--- src/rtl/seq_pkg.sv ---
// Shared types and encodings for the multi-cycle RV32I sequencer: FSM states,
// base opcodes, instruction classes and PC source selects.
package seq_pkg;

    typedef enum logic [2:0] {
        S_FETCH  = 3'd0,
        S_DECODE = 3'd1,
        S_EXEC   = 3'd2,
        S_MEM    = 3'd3,
        S_WB     = 3'd4,
        S_HALT   = 3'd5
    } state_t;

    localparam logic [6:0] OP_R      = 7'b0110011;
    localparam logic [6:0] OP_IMM    = 7'b0010011;
    localparam logic [6:0] OP_LOAD   = 7'b0000011;
    localparam logic [6:0] OP_STORE  = 7'b0100011;
    localparam logic [6:0] OP_BRANCH = 7'b1100011;
    localparam logic [6:0] OP_JAL    = 7'b1101111;
    localparam logic [6:0] OP_LUI    = 7'b0110111;
    localparam logic [6:0] OP_AUIPC  = 7'b0010111;

    typedef enum logic [2:0] {
        CL_R      = 3'd0,
        CL_IMM    = 3'd1,
        CL_LOAD   = 3'd2,
        CL_STORE  = 3'd3,
        CL_BRANCH = 3'd4,
        CL_JAL    = 3'd5,
        CL_LUI    = 3'd6,
        CL_AUIPC  = 3'd7
    } opclass_t;

    localparam logic [1:0] PC_PLUS4  = 2'd0;
    localparam logic [1:0] PC_BRANCH = 2'd1;
    localparam logic [1:0] PC_JAL    = 2'd2;

    // Register-register compares and ALU ops take operand B from rs2.
    function automatic logic uses_imm(input opclass_t cls);
        return !(cls == CL_R || cls == CL_BRANCH);
    endfunction

endpackage

--- src/rtl/opcode_classifier.sv ---
// Purely combinational map from the 7-bit base opcode to an instruction class
// and a legality flag.
module opcode_classifier
    import seq_pkg::*;
(
    input  logic [6:0] opcode,
    output opclass_t   op_class,
    output logic       legal
);

    always_comb begin
        op_class = CL_R;
        legal    = 1'b1;
        case (opcode)
            OP_R:      op_class = CL_R;
            OP_IMM:    op_class = CL_IMM;
            OP_LOAD:   op_class = CL_LOAD;
            OP_STORE:  op_class = CL_STORE;
            OP_BRANCH: op_class = CL_BRANCH;
            OP_JAL:    op_class = CL_JAL;
            OP_LUI:    op_class = CL_LUI;
            OP_AUIPC:  op_class = CL_AUIPC;
            default:   legal    = 1'b0;
        endcase
    end

endmodule

--- src/rtl/multicycle_sequencer.sv ---
// Multi-cycle control FSM: fetch/decode/exec/mem/wb for one instruction at a
// time over a shared memory port, with stall hold and memory timeout fault.
module multicycle_sequencer
    import seq_pkg::*;
#(
    parameter int MEM_TIMEOUT = 15
) (
    input  logic       clk,
    input  logic       rst_n,
    input  logic [6:0] opcode,
    input  logic       branch_taken,
    input  logic       stall,
    input  logic       mem_ready,
    output logic       mem_req,
    output logic       mem_we,
    output logic       ir_write,
    output logic       pc_write,
    output logic [1:0] pc_src,
    output logic       reg_write,
    output logic       alusrc,
    output logic       mem_to_reg,
    output logic       retire,
    output logic       fault,
    output logic [2:0] state
);

    localparam int CW = $clog2(MEM_TIMEOUT + 1);
    localparam logic [CW-1:0] CNT_MAX  = CW'(MEM_TIMEOUT);
    localparam logic [CW-1:0] CNT_LAST = CW'(MEM_TIMEOUT - 1);

    state_t          state_q, state_d;
    opclass_t        class_q, class_d;
    logic [CW-1:0]   cnt_q, cnt_d;
    logic            fault_q, fault_d;

    opclass_t        dec_class;
    logic            dec_legal;
    logic            mem_wait;
    logic            timed_out;

    opcode_classifier u_classifier (
        .opcode   (opcode),
        .op_class (dec_class),
        .legal    (dec_legal)
    );

    assign mem_wait  = (state_q == S_FETCH) || (state_q == S_MEM);
    // The final permitted waiting cycle: a late mem_ready here still completes.
    assign timed_out = mem_wait && !mem_ready && (cnt_q >= CNT_LAST);

    always_comb begin
        state_d = state_q;
        class_d = class_q;
        fault_d = fault_q;
        cnt_d   = '0;
        if (mem_wait && !mem_ready) begin
            cnt_d = (cnt_q == CNT_MAX) ? cnt_q : cnt_q + 1'b1;
        end
        case (state_q)
            S_FETCH: begin
                if (mem_ready) begin
                    state_d = S_DECODE;
                end else if (timed_out) begin
                    state_d = S_HALT;
                    fault_d = 1'b1;
                end
            end
            S_DECODE: begin
                if (!stall) begin
                    if (dec_legal) begin
                        class_d = dec_class;
                        state_d = S_EXEC;
                    end else begin
                        state_d = S_HALT;
                        fault_d = 1'b1;
                    end
                end
            end
            S_EXEC: begin
                if (!stall) begin
                    if (class_q == CL_LOAD || class_q == CL_STORE) begin
                        state_d = S_MEM;
                    end else if (class_q == CL_BRANCH) begin
                        state_d = S_FETCH;
                    end else begin
                        state_d = S_WB;
                    end
                end
            end
            S_MEM: begin
                if (mem_ready) begin
                    state_d = (class_q == CL_STORE) ? S_FETCH : S_WB;
                end else if (timed_out) begin
                    state_d = S_HALT;
                    fault_d = 1'b1;
                end
            end
            S_WB: begin
                if (!stall) begin
                    state_d = S_FETCH;
                end
            end
            S_HALT: begin
                fault_d = 1'b1;
            end
            default: begin
                state_d = S_HALT;
                fault_d = 1'b1;
            end
        endcase
    end

    always_ff @(posedge clk or negedge rst_n) begin
        if (!rst_n) begin
            state_q <= S_FETCH;
            class_q <= CL_R;
            cnt_q   <= '0;
            fault_q <= 1'b0;
        end else begin
            state_q <= state_d;
            class_q <= class_d;
            cnt_q   <= cnt_d;
            fault_q <= fault_d;
        end
    end

    // Strobes are gated by rst_n so an in-flight request drops the instant reset asserts.
    always_comb begin
        mem_req    = 1'b0;
        mem_we     = 1'b0;
        ir_write   = 1'b0;
        pc_write   = 1'b0;
        pc_src     = PC_PLUS4;
        reg_write  = 1'b0;
        alusrc     = 1'b0;
        mem_to_reg = 1'b0;
        retire     = 1'b0;
        if (rst_n) begin
            case (state_q)
                S_FETCH: begin
                    mem_req  = 1'b1;
                    ir_write = mem_ready;
                end
                S_EXEC: begin
                    alusrc = uses_imm(class_q);
                    if (class_q == CL_BRANCH) begin
                        pc_src = branch_taken ? PC_BRANCH : PC_PLUS4;
                        if (!stall) begin
                            pc_write = 1'b1;
                            retire   = 1'b1;
                        end
                    end
                end
                S_MEM: begin
                    mem_req = 1'b1;
                    mem_we  = (class_q == CL_STORE);
                    alusrc  = 1'b1;
                    if (mem_ready && class_q == CL_STORE) begin
                        pc_write = 1'b1;
                        retire   = 1'b1;
                    end
                end
                S_WB: begin
                    mem_to_reg = (class_q == CL_LOAD);
                    pc_src     = (class_q == CL_JAL) ? PC_JAL : PC_PLUS4;
                    if (!stall) begin
                        reg_write = 1'b1;
                        pc_write  = 1'b1;
                        retire    = 1'b1;
                    end
                end
                default: ;
            endcase
        end
    end

    assign fault = fault_q;
    assign state = state_q;

endmodule

--- config.mk ---
export PLATFORM = sky130hd
export DESIGN_NAME = multicycle_sequencer
export DESIGN_NICKNAME = d
export VERILOG_FILES = /design/src/rtl/seq_pkg.sv /design/src/rtl/opcode_classifier.sv /design/src/rtl/multicycle_sequencer.sv
export SDC_FILE = /design/constraint.sdc
export NUM_CORES = 1
export LEC_CHECK = 0
export CAP_MARGIN = 20
export CORE_ASPECT_RATIO = 0.6
export CORE_MARGIN = 3
export CORE_UTILIZATION = 30
export DETAILED_ROUTE_END_ITERATION = 6
export GPL_TIMING_DRIVEN = 0
export PLACE_DENSITY = 0.61
export REMOVE_ABC_BUFFERS = 1
export SYNTH_ARGS = -nofsm -noshare
export SYNTH_HDL_FRONTEND = slang
export SYNTH_SLANG_ARGS = --single-unit
--- constraint.sdc ---
create_clock -name clk -period 4.03 [get_ports clk]
set_input_delay 0.806 -clock clk [delete_from_list [all_inputs] [get_ports clk]]
set_output_delay 0.806 -clock clk [all_outputs]
set_load 0.02 [all_outputs]
==> impl_metrics.toml <==
[critical_path]
r2r_slack_ns = 2.04
cp_max_fo = 16
critPathArrivalTime_ns = 2.86
rr_startpoint = "state[0]"
required_ns = 3.22
crit_path_end_kind = "primary output"
startpoint = "rst_n"
worstSetupPathType = "input pin to primary output"
start_kind = "input pin"

[layout]
finalInstanceArea_um2 = 1280
nets = 156
insertedDiodeCount = 0
fillerInstances = 326
area_growth_syn_to_layout_pct = 33.7
stdcell_count = 183
layout-drive-gt1-share = 0.0709

[worst_hold_path]
hold_path.class = "flip-flop to flip-flop"
hold_start = "cnt_q[3]"

[power_and_ir_drop]
p_per_area_nw_per_um2 = 371
power.leakage_nw = 0.467
ir_worst_vdd_v = 0.000141

[logic_synthesis]
yosysWarnings = 0
syn-mean-instance-area_um2 = 8.21
ys.flop_type = "dfrtp_1"
ys_seq_elements = 11
synthCells = 117
synth_edf_count = 0
synth_seq_area_share = 0.286
ys_types = 42
synth.cell_area_um2 = 961
async_flop_share = 1.00

[sta]
rsz0062_at_grt = "no"
fin_crit_sh = 0.910
period_needed_ns = 3.67
postLayoutSetupSlackWorst_ns = 0.361
setup_tns_ns = 0
relSlewSlack = 0.579
finClkSkew_ns = 0.00443
whs_ns = 0.552
clock.fmax_ghz = 0.273
hold_viol_final = 0
setup_viol = 0
slew_viol_final = 0
tightest_slew_ns = 0.629

[drt]
wirelength_mm = 2.53
wire_per_inst_um = 13.8
vias_per_cell = 5.40
drc_errors = 0
drt.antenna.violating_nets = 0
first_pass_iters = 4
drtIter0Drc = 138
vias = 988

[placement]
place_inst = 179
place_congestion = 0.789
portBuffers = 25
preCtsSetupSlack_ns = 0.314
dp_hpwl_mm = 1.92
dpl_cell_area_um2 = 1240

[floorplanning]
io_pins = 26
dieArea_um2 = 3940
fp.dieW_um = 79.1
start_util = 0.324
core.rowCount = 15
coreArea_um2 = 2970
fp.dieH_um = 49.8

[status]
status = "finished, final reports clean"

[grt]
grt_overflow_total = 0
grt_usage = 0.135
grt_pass1_wl_mm = 4.28
grt_max_degree = 17
grt_antenna_before_repair = 0
first_global_vias = 872

[clock_tree]
cts_inserted_buffers = 3
clock_sink_count = 11
ctsResizeCount = 0
cts_tree = "yes"
htreeDepth = 1
cts_buffer_depth = 2
path_clk_slew_ns = 0.05
cts_setup_buffers = 0
root_buffer = "clkbuf_8"
clock_latency_ns = 0.24
postCtsHoldBufs = 0

[flow_run]
maxCapViolCount = 0
-- sequential cells by signal, summed over array words and instances (netlist names) --
register	flops
cnt_q	4
class_q	3
state	3
fault	1
-- synth_stat cells, types with 2 or more instances --
| master | number | area, um2 |
|---|---|---|
| nor2_1 | 15 | 56.3 |
| mux2_1 | 3 | 33.8 |
| ha_1 | 2 | 25.0 |
| xnor2_1 | 2 | 17.5 |
| a31oi_1 | 2 | 12.5 |
| nor3_1 | 6 | 30.0 |
| dfrtp_1 | 11 | 275 |
| a32oi_1 | 2 | 17.5 |
| nand3_1 | 5 | 25.0 |
| a211oi_1 | 6 | 45.0 |
| nor4_1 | 3 | 18.8 |
| or2_2 | 2 | 12.5 |
| nand2_1 | 7 | 26.3 |
| a221oi_1 | 2 | 17.5 |
| nor3b_1 | 3 | 22.5 |
| clkbuf_1 | 3 | 11.3 |
| o21ai_0 | 5 | 25.0 |
| nand2b_1 | 5 | 31.3 |
| inv_1 | 5 | 18.8 |
| a21oi_1 | 3 | 15.0 |
| nor2b_1 | 4 | 25.0 |
-- metrics by stage --
stage | util | power, mW
after global routing | 0.433 | 0.512
after detailed placement | 0.418 | 0.364
final | 0.433 | 0.477
after floorplan | - | 0.280
after global placement | 0.418 | 0.359
after CTS | 0.433 | 0.480
-- worst max-delay path, cell delays in order --
cell	delay (ns)
clkdlybuf4s50_1	0.87
nand3_1	0.22
nor4bb_1	0.31
clkdlybuf4s50_1	0.65
-- cell type report --
| cell class | count | area [um2] | area share |
|---|---|---|---|
| multi-input cells | 96 | 643 | 0.500 |
| well taps | 42 | 52.6 | 0.0409 |
| inverters | 5 | 18.8 | 0.0146 |
| repair buffers | 25 | 250 | 0.195 |
| clock buffers | 4 | 45.0 | 0.0351 |
| flip-flops and latches | 11 | 275 | 0.214 |
-- path summary, 6_finish.rpt --
kind                         endpoint  cells past startpoint
max                         pc_src[1]                      4
min                          cnt_q[3]                      1
max reg2reg                class_q[0]                      4
min reg2reg                  cnt_q[3]                      1
max in group asynchronous    cnt_q[0]                      1
min in group asynchronous    cnt_q[2]                      1
-- where the power goes --
part           total (mW)  leakage (nW)  internal, mW  switching (mW)
Combinational       0.193         0.302        0.0920           0.101
Sequential          0.171         0.143         0.124          0.0466
Clock               0.113        0.0228        0.0696          0.0432
-- cells in the final DEF (no fill, tap or decap), types with 4 or more instances in the layout --
master,n
clkdlybuf4s50_1,25
nor2_1,15
dfrtp_1,11
nand2_1,7
nor3_1,6
a211oi_1,6
inv_1,5
nand3_1,5
nand2b_1,5
o21ai_0,5
nor2b_1,4
-- routing by layer --
metal	vias up	global-route usage	wire, um
met5	-	0	0
met2	48	0.179	970
met4	0	0.0429	15
li1	483	-	-
met3	2	0.0401	226
met1	455	0.204	1320
-- logic make-up (layout without fill, tap and decap cells) --
family	after synthesis	count (layout)	share of synthesized area
and+or+nand+nor	59	59	0.339
AOI/OAI and AO/OA	29	29	0.242
DFF	11	11	0.286
buffers and inverters	10	34	0.0443
xor gates and xnor gates	3	3	0.0273
muxes	3	3	0.0352
adders and majority gates	2	2	0.0260
(Power assumes the default switching activity.)
